$ cat config.mk
export PLATFORM = sky130hd
export DESIGN_NAME = inst_encoder
export DESIGN_NICKNAME = d
export VERILOG_FILES = /design/src/rtl/inst_encoder.sv
export SDC_FILE = /design/constraint.sdc
export NUM_CORES = 1
export LEC_CHECK = 0
export CAP_MARGIN = 20
export CORE_MARGIN = 2
export CORE_UTILIZATION = 45
export DETAILED_ROUTE_END_ITERATION = 8
export HOLD_SLACK_MARGIN = 0.12
export PLACE_DENSITY_LB_ADDON = 0.15
export SLEW_MARGIN = 25
export SYNTH_ARGS = -nofsm -noshare
export SYNTH_HDL_FRONTEND = slang
export SYNTH_SLANG_ARGS = --single-unit
$ cat constraint.sdc
create_clock -name clock -period 5.6 [get_ports clock]
set_input_delay 1.12 -clock clock [delete_from_list [all_inputs] [get_ports clock]]
set_output_delay 1.12 -clock clock [all_outputs]
set_load 0.01 [all_outputs]
$ cat src/rtl/inst_encoder.sv
// MIPS-style instruction encoder: latches a request, builds the 32-bit word, writes it to instruction memory.
// Accept-to-mem_write is 2 cycles; req_ready is low from accept until mem_ack retires the write.
module inst_encoder (
  input  logic        clock,
  input  logic        reset,
  input  logic        req_valid,
  output logic        req_ready,
  input  logic [4:0]  req_mnem,
  input  logic [4:0]  req_rs,
  input  logic [4:0]  req_rt,
  input  logic [4:0]  req_rd,
  input  logic [15:0] req_imm,
  input  logic [25:0] req_index,
  input  logic        base_load,
  input  logic [31:0] base_addr,
  output logic [31:0] mem_addr,
  output logic [31:0] mem_data,
  output logic        mem_write,
  input  logic        mem_ack,
  output logic        err,
  output logic [15:0] word_count
);

  typedef enum logic [1:0] {
    IDLE = 2'd0,
    ENC  = 2'd1,
    WR   = 2'd2,
    ERR  = 2'd3
  } state_t;

  state_t      state, state_nxt;
  logic [4:0]  lat_mnem, lat_rs, lat_rt, lat_rd;
  logic [15:0] lat_imm;
  logic [25:0] lat_index;
  logic [31:0] word;
  logic [5:0]  fn, op;
  logic [4:0]  rt_eff, rd_eff;

  always_ff @(posedge clock or posedge reset) begin
    if (reset) begin
      state      <= IDLE;
      mem_addr   <= 32'h0;
      mem_data   <= 32'h0;
      word_count <= 16'h0;
      lat_mnem   <= 5'h0;
      lat_rs     <= 5'h0;
      lat_rt     <= 5'h0;
      lat_rd     <= 5'h0;
      lat_imm    <= 16'h0;
      lat_index  <= 26'h0;
    end else begin
      state <= state_nxt;
      case (state)
        IDLE: begin
          // Pointer preset lands before the accepted word is written, so that word goes to base_addr.
          if (base_load) mem_addr <= base_addr & 32'hFFFF_FFFC;
          if (req_valid) begin
            lat_mnem  <= req_mnem;
            lat_rs    <= req_rs;
            lat_rt    <= req_rt;
            lat_rd    <= req_rd;
            lat_imm   <= req_imm;
            lat_index <= req_index;
          end
        end
        ENC: mem_data <= word;
        WR: begin
          if (mem_ack) begin
            mem_addr   <= mem_addr + 32'd4;
            word_count <= word_count + 16'd1;
          end
        end
        default: ;
      endcase
    end
  end

  always_comb begin
    state_nxt = state;
    req_ready = 1'b0;
    mem_write = 1'b0;
    err       = 1'b0;
    case (state)
      IDLE: begin
        req_ready = 1'b1;
        if (req_valid) state_nxt = (req_mnem <= 5'd23) ? ENC : ERR;
      end
      ENC: state_nxt = WR;
      WR: begin
        mem_write = 1'b1;
        if (mem_ack) state_nxt = IDLE;
      end
      ERR: begin
        err       = 1'b1;
        state_nxt = IDLE;
      end
      default: state_nxt = IDLE;
    endcase
  end

  always_comb begin
    fn = 6'b000000;
    op = 6'b000000;
    case (lat_mnem)
      5'd0:  fn = 6'b000100;
      5'd1:  fn = 6'b000110;
      5'd2:  fn = 6'b000111;
      5'd3:  fn = 6'b001000;
      5'd4:  fn = 6'b100000;
      5'd5:  fn = 6'b100001;
      5'd6:  fn = 6'b100010;
      5'd7:  fn = 6'b100011;
      5'd8:  fn = 6'b100100;
      5'd9:  fn = 6'b100101;
      5'd10: fn = 6'b100110;
      5'd11: fn = 6'b100111;
      5'd12: op = 6'b000010;
      5'd13: op = 6'b000100;
      5'd14: op = 6'b000101;
      5'd15: op = 6'b000110;
      5'd16: op = 6'b000111;
      5'd17: op = 6'b001000;
      5'd18: op = 6'b001001;
      5'd19: op = 6'b001100;
      5'd20: op = 6'b001101;
      5'd21: op = 6'b001110;
      5'd22: op = 6'b100011;
      5'd23: op = 6'b101011;
      default: ;
    endcase
  end

  always_comb begin
    rt_eff = lat_rt;
    rd_eff = lat_rd;
    if (lat_mnem == 5'd3) begin
      rt_eff = 5'd0;
      rd_eff = 5'd0;
    end
    if (lat_mnem == 5'd15 || lat_mnem == 5'd16) rt_eff = 5'd0;

    if (lat_mnem <= 5'd11)
      word = {6'b000000, lat_rs, rt_eff, rd_eff, 5'b00000, fn};
    else if (lat_mnem == 5'd12)
      word = {op, lat_index};
    else
      word = {op, lat_rs, rt_eff, lat_imm};
  end

endmodule

==> reports/results.ini <==
[floorplan]
die_x_um = 127
rows = 44
io_pins = 182
die_area_sq_um = 16000
initial_core_util_pct = 46.3
fp.dieH_um = 127
core_area_sq_um = 14600

[sta]
fin_crit_ns = 3.71
clock.fmax_ghz = 0.269
rsz0062_at_grt = false
setup_viol = 0
relSlewSlack_pct = 44.6
tightest_slew_ns = 0.823
fin_crit_sh_pct = 66.3
setup_tns_ns = 0
final_hold_viol_count = 0
drv_slew = 0
finClkSkew_ns = 0.00982

[synth]
post-synth-top-area-fraction_pct = 52.2
post_synth_most_frequent_cells = 141 x dfrtp_1, 72 x nand2_1, 65 x mux2_2
yosys_most_used_dff = dfrtp_1
synthCells = 631
ys_seq_area_share_pct = 52.2
synth_area_sq_um = 6750
post-synth-top-count-cell = dfrtp_1
async_reset_ff_share_pct = 100
avgSynthCellArea_sq_um = 10.7
yosys.area.top_type = dfrtp_1
synthTopCellsByArea = dfrtp_1 52%, mux2_2 11%, nand2_1 4.0%
synth-seq-cells = 141
synth_edf_count = 0
yosys_warnings = 0
yosys.cell_types.count = 60

[place]
gp_congestion = 0.853
io_buffer_count = 176
dp.cells = 956
dp_hpwl_mm = 11.6
postPlaceCellArea_sq_um = 8590

[clock_tree]
cts_buffers = 17
cts_buffer_depth = 2
cts.sinks = 141
clk_root_buffer_cell = clkbuf_16
cts_hold_buf = 0
post_cts_buffers = 0
clkSlewWorstSetupHoldPaths_ns = 0.06
htreeDepth = 4
cts_tree = done
insertion_delay_ns = 0.42
cts-resized-gates = 0

[power_and_ir_drop]
switching_power_uw = 1820
p_sw_share_pct = 35.3
power.leakage_uw = 0.00376
power.density_nw_per_um2 = 559
seqPwrFrac_pct = 37.1
ir_worst_vdd_mv = 0.407
p_int_uw = 3340
power_frac_comb_pct = 40.0
pwr-share-clk_pct = 22.9

[run_status]
status = finished clean

[critical_path]
path_cells = nand2b_2 -> inv_2 -> buf_4 -> clkdlybuf4s50_1
worstPathMaxFanout = 54
crit_type = reg -> out
cp_top_family = buffers and inverters
slowest_stage = clkdlybuf4s50_1
rrSetupSlack_ns = 3.30
required_ns = 4.48
setup.worst_path.end_class = output pin
critPathArrivalTime_ns = 2.59
max_stage_delay_ns = 0.63
critPathBufInv = 3
cp-start-kind = register

[route]
wirelength_mm = 16.9
wl_per_cell_um = 17.2
dr.first_iter.drc_count = 385
remaining_drc_errors = 0
avgViaCountPerCell = 5.54
firstDrtPassIters = 4
vias = 5469
ant_nets = 0

[cells_and_area]
final_util_pct = 63.2
area_delta_synth_final_pct = 36.6
fillers = 1146
drive_above_1_share_pct = 15.1
final_nets = 892
instances_no_fill = 987
final_area_sq_um = 9230
diodes = 0

[min_path]
hp-class = reg -> reg

[global_route]
gr-total-overflow = 0
grt_pass1_wl_mm = 28.1
grt_util_met3_pct = 6.54
use_met2_pct = 36.0
grt_pass1_vias = 5544
grt_max_degree = 106
grt_busiest_layer = met2
use_met1_pct = 28.0
antenna_found_initial = 0
track_usage_pct = 21.9

[job]
cap_violations = 0

-- kinds of logic (layout without fill, tap and decap cells) --
| logic type | count (synthesis) | in the layout | share of synthesized area (%) |
|---|---|---|---|
| flops | 141 | 141 | 52.2 |
| buf+inv | 50 | 220 | 3.52 |
| simple gates | 183 | 183 | 13.6 |
| xor+xnor | 17 | 17 | 2.20 |
| fa+ha+maj | 2 | 2 | 0.370 |
| mux | 83 | 83 | 13.5 |
| compound gates | 154 | 154 | 14.5 |
| other cells | 1 | 3 | 0.0555 |
-- worst register-to-register path: cells and delay by family, from the launching register on --
kind                   cells  cell delay (ns)
AND/OR/NAND/NOR            2             0.44
multiplexers               1             0.40
buffers and inverters      1             0.40
AO/OA/AOI/OAI              2             0.27
flip-flops                 1             0.65
-- state kept, by name, indices dropped and copies added (netlist names) --
signal and flops:
mem_addr 30, lat_rt 5, lat_mnem 5, word_count 16
state 2, lat_rs 5, lat_rd 5, lat_index 26
mem_data 31, lat_imm 16
-- through the flow --
step           worst slack, ns  total power [uW]  hold WS [ns]
2_1_floorplan            0.699              3140         0.475
6_report                  1.89              5160         0.478
5_1_grt                   1.72              5510         0.504
3_5_place_dp              2.11              3990         0.469
4_1_cts                   1.66              5190         0.483
3_3_place_gp              2.14              3890         0.458
-- cell type report --
cell class | instances | area [sq um] | area share (%)
multi-input cells | 442 | 3010 | 32.6
clock buffers | 20 | 457 | 4.95
clock inverters | 11 | 166 | 1.80
well taps | 184 | 230 | 2.50
inverters | 8 | 37.5 | 0.407
flip-flops and latches | 141 | 3530 | 38.2
repair buffers | 181 | 1800 | 19.5
-- layer usage --
layer | share of wire, % | up-vias
li1 | - | 2612
met1 | 42 | 2651
met2 | 49 | 183
met3 | 7.1 | 23
met4 | 1.5 | 0
met5 | 0 | -
-- layout by cell type (no fill, tap or decap), types with 10 or more instances in the layout --
cell / count
a21oi_1: 32
a22oi_1: 11
clkbuf_16: 17
clkdlybuf4s50_1: 176
dfrtp_1: 141
mux2_2: 65
mux2i_1: 18
nand2_1: 72
nand3_1: 24
nor2_1: 28
o21ai_0: 50
o22ai_1: 12
xnor2_1: 10
-- final timing paths --
path | depth (start not counted) | startpoint | to
min in group asynchronous | 2 | reset | lat_imm[6]
setup reg to reg | 6 | lat_mnem[3] | mem_data[11]
hold / removal | 1 | mem_data[1] | mem_data[1]
setup / recovery | 4 | state[0] | mem_write
max in group asynchronous | 3 | reset | mem_data[15]
hold reg to reg | 1 | mem_data[1] | mem_data[1]
-- power by group through the flow --
stage,logic [uW],registers (uW),clock network [uW]
2_1_floorplan,1260,1870,0
4_1_cts,2080,1910,1210
3_3_place_gp,2010,1880,0
5_1_grt,2270,1990,1250
6_report,2060,1910,1180
3_5_place_dp,2070,1920,0
Power figures use the tool's default switching activity.
==> edit: new RTL, same settings <==
Re-encode `state_t` (4 states) as one-hot, 4 bits wide.
--- a/src/rtl/inst_encoder.sv
+++ b/src/rtl/inst_encoder.sv
@@ -22,9 +22,9 @@
 );
 
-  typedef enum logic [1:0] {
-    IDLE = 2'd0,
-    ENC  = 2'd1,
-    WR   = 2'd2,
-    ERR  = 2'd3
+  typedef enum logic [3:0] {
+    IDLE = 4'b0001,
+    ENC  = 4'b0010,
+    WR   = 4'b0100,
+    ERR  = 4'b1000
   } state_t;
 
Formal check against the unedited RTL: same outputs for any inputs over 4 cycles, from zero or initial values and one cycle with reset high; so few cycles prove little.
==> edit against the unedited design <==
- design area increased by 1.8%
- setup slack got worse by 280 ps
- combinational power decreased by 14%
- sequential cell count increased by 2
- wire length increased by 1.2%
- synthesized area increased by 2.1%
- final cell count increased by 1.8%
- power decreased by 5.6%
==> edit: results (changes against the unedited design) <==
* Share of layout cells above drive strength 1 at 15.2% (+0.11 points)
* CTS clk-pin slew, worst paths at 60 ps (about the same)
* Gp weighted congestion at 0.815 (-4.4%)
* Top cells by count, synth: dfrtp_1 (142), mux2_2 (69), nand2_1 (59)
* Mapped Avg Cell Area at 10.7 sq um (+0.17%)
* CP arrival at 2880 ps (+290 ps)
* Tot GR Track Use at 21.9% (-0.033 points)
* Deepest clock path buffer count at 2 (unchanged)
* Peak supply drop at 0.000340 V (-16%)
* Diodes inserted at 0 (unchanged)
* CTS resizes at 0 (unchanged)
* Initial antenna violation count at 0 (unchanged)
* Clock root buffer: clkbuf_16
* Asr flop ratio synth at 100% (unchanged)
* Final nets at 905 (+1.5%)
* Outcome: complete, no violations
* DR WL met3 at 1300 um (+8.0%)
* Grt ovf at 0 (unchanged)
* Clock latency on the worst-skew pair at 420 ps (about the same)
* TritonCTS buffer count at 17 (unchanged)
* First-pass GRT wire length at 28000 um (-0.30%)
* DP HPWL at 11700 um (+1.0%)
* Placed cell count at 973 (+1.8%)
* Number of H-tree levels at 4 (unchanged)
* Synth cell types at 65 (+8.3%)
* Setup TNS at 0 ps (unchanged)
* Max FO, Critical Path at 72 (+33%)
* Hold Path Class: reg2reg
* Layout fillers at 1214 (+5.9%)
* Vias in the first global route at 5523 (-0.38%)
* Wl on met1 at 7300 um (+2.0%)
* # Post-CTS Setup Buffers at 0 (unchanged)
* DRT Pass-1 Iters at 5 (+1)
* Met2 WL at 8400 um (+0.70%)
* Pin count of the biggest net entering global routing at 111 (+4.7%)
* Top Metal Used: met4
* Vias after detailed routing at 5585 (+2.1%)
* Worst Skew at 7.02 ps (-2.81 ps)
* Largest registers: mem_data: 31 flops, mem_addr: 30 flops, lat_index: 26 flops
* WL per Instance at 17.1 um (-0.57%)
* Synth warnings at 0 (unchanged)
* Actual slew at the worst max-slew pin at 947 ps (+123 ps)
* Sequential fraction of the synthesis area at 51.9% (-0.32 points)
* Leakage Power at 3.81 nW (+1.3%)
* DRT iter0 DRCs at 389 (+1.0%)
* Synth area leaders: dfrtp_1 (52%), mux2_2 (11%), nand2_1 (3.2%)
* Buffers on Ports at 176 (unchanged)
* Final Non-Filler Cells at 1005 (+1.8%)
## edit: cell count changes after synthesis, sizes merged, moves of 4 or more
cell | before | now
o22ai | 12 | 18
clkbuf | 28 | 17
nand2 | 72 | 61
buf | 14 | 24
nand3 | 24 | 19
nor2 | 29 | 44
a31o | 4 | 0
nand4 | 7 | 16
a21oi | 32 | 44
inv | 8 | 13
o21ai | 50 | 34
mux2 | 65 | 69
a22oi | 11 | 1
a221oi | 1 | 8
## edit: final timing paths
| kind | start | end | slack (ps) | cells past startpoint |
|---|---|---|---|---|
| max reg2reg | lat_mnem[2] | mem_data[5] | 2830 | 6 |
| min in group asynchronous | reset | word_count[13] | 1260 | 2 |
| max in group asynchronous | reset | lat_index[13] | 3410 | 3 |
| min reg2reg | word_count[15] | word_count[15] | 470 | 1 |
| max | state[1] | mem_write | 1600 | 3 |
| min | word_count[15] | word_count[15] | 470 | 1 |
## edit: per-layer routing
| metal | up-vias | GRT usage [%] |
|---|---|---|
| li1 | 2665 | - |
| met5 | - | 0 |
| met3 | 14 | 6.97 |
| met4 | 0 | 6.33 |
| met2 | 199 | 35.1 |
| met1 | 2707 | 28.6 |
## edit: layout make-up
type | instances | area [sq um] | share of cell area (%)
sequential | 143 | 3580 | 38.1
multi-input combinational | 447 | 3080 | 32.8
clock buffer | 23 | 478 | 5.09
tap | 188 | 235 | 2.50
timing repair buffer | 181 | 1800 | 19.2
inverter | 14 | 65.1 | 0.693
clock inverter | 9 | 155 | 1.65
## edit: stage by stage
stage / total power, mW / worst slack (ps) / cell area, sq um
finish: 4.87 / 1600 / 9390
global route: 5.19 / 1440 / 9390
CTS: 4.90 / 1590 / 9390
detailed placement: 3.67 / 2030 / 8750
global placement: 3.60 / 2070 / 8750
floorplan: 2.89 / 644 / 6900
## edit: critical path, stage by stage (launching register included)
cell and delay, ps:
dfrtp_1 440, or4b_1 880, clkinv_4 500, clkdlybuf4s50_1 630
## edit: report_power, final
group | total, mW | leakage, nW | switching, mW | internal, mW
Combinational | 1.77 | 1.80 | 0.786 | 0.983
Clock | 1.21 | 0.308 | 0.429 | 0.782
Sequential | 1.89 | 1.71 | 0.407 | 1.49
## edit: logic make-up (layout without fill, tap and decap cells)
| group | after synthesis | count (layout) | synth area share (%) |
|---|---|---|---|
| AO/OA/AOI/OAI | 148 | 148 | 13.5 |
| adder cells (fa/ha/maj) | 2 | 2 | 0.363 |
| buffers and inverters | 55 | 227 | 3.74 |
| multiplexers | 87 | 87 | 13.9 |
| other | 1 | 3 | 0.0544 |
| AND/OR/NAND/NOR | 191 | 191 | 14.5 |
| flip-flops | 143 | 143 | 51.9 |
| XOR/XNOR | 16 | 16 | 2.03 |
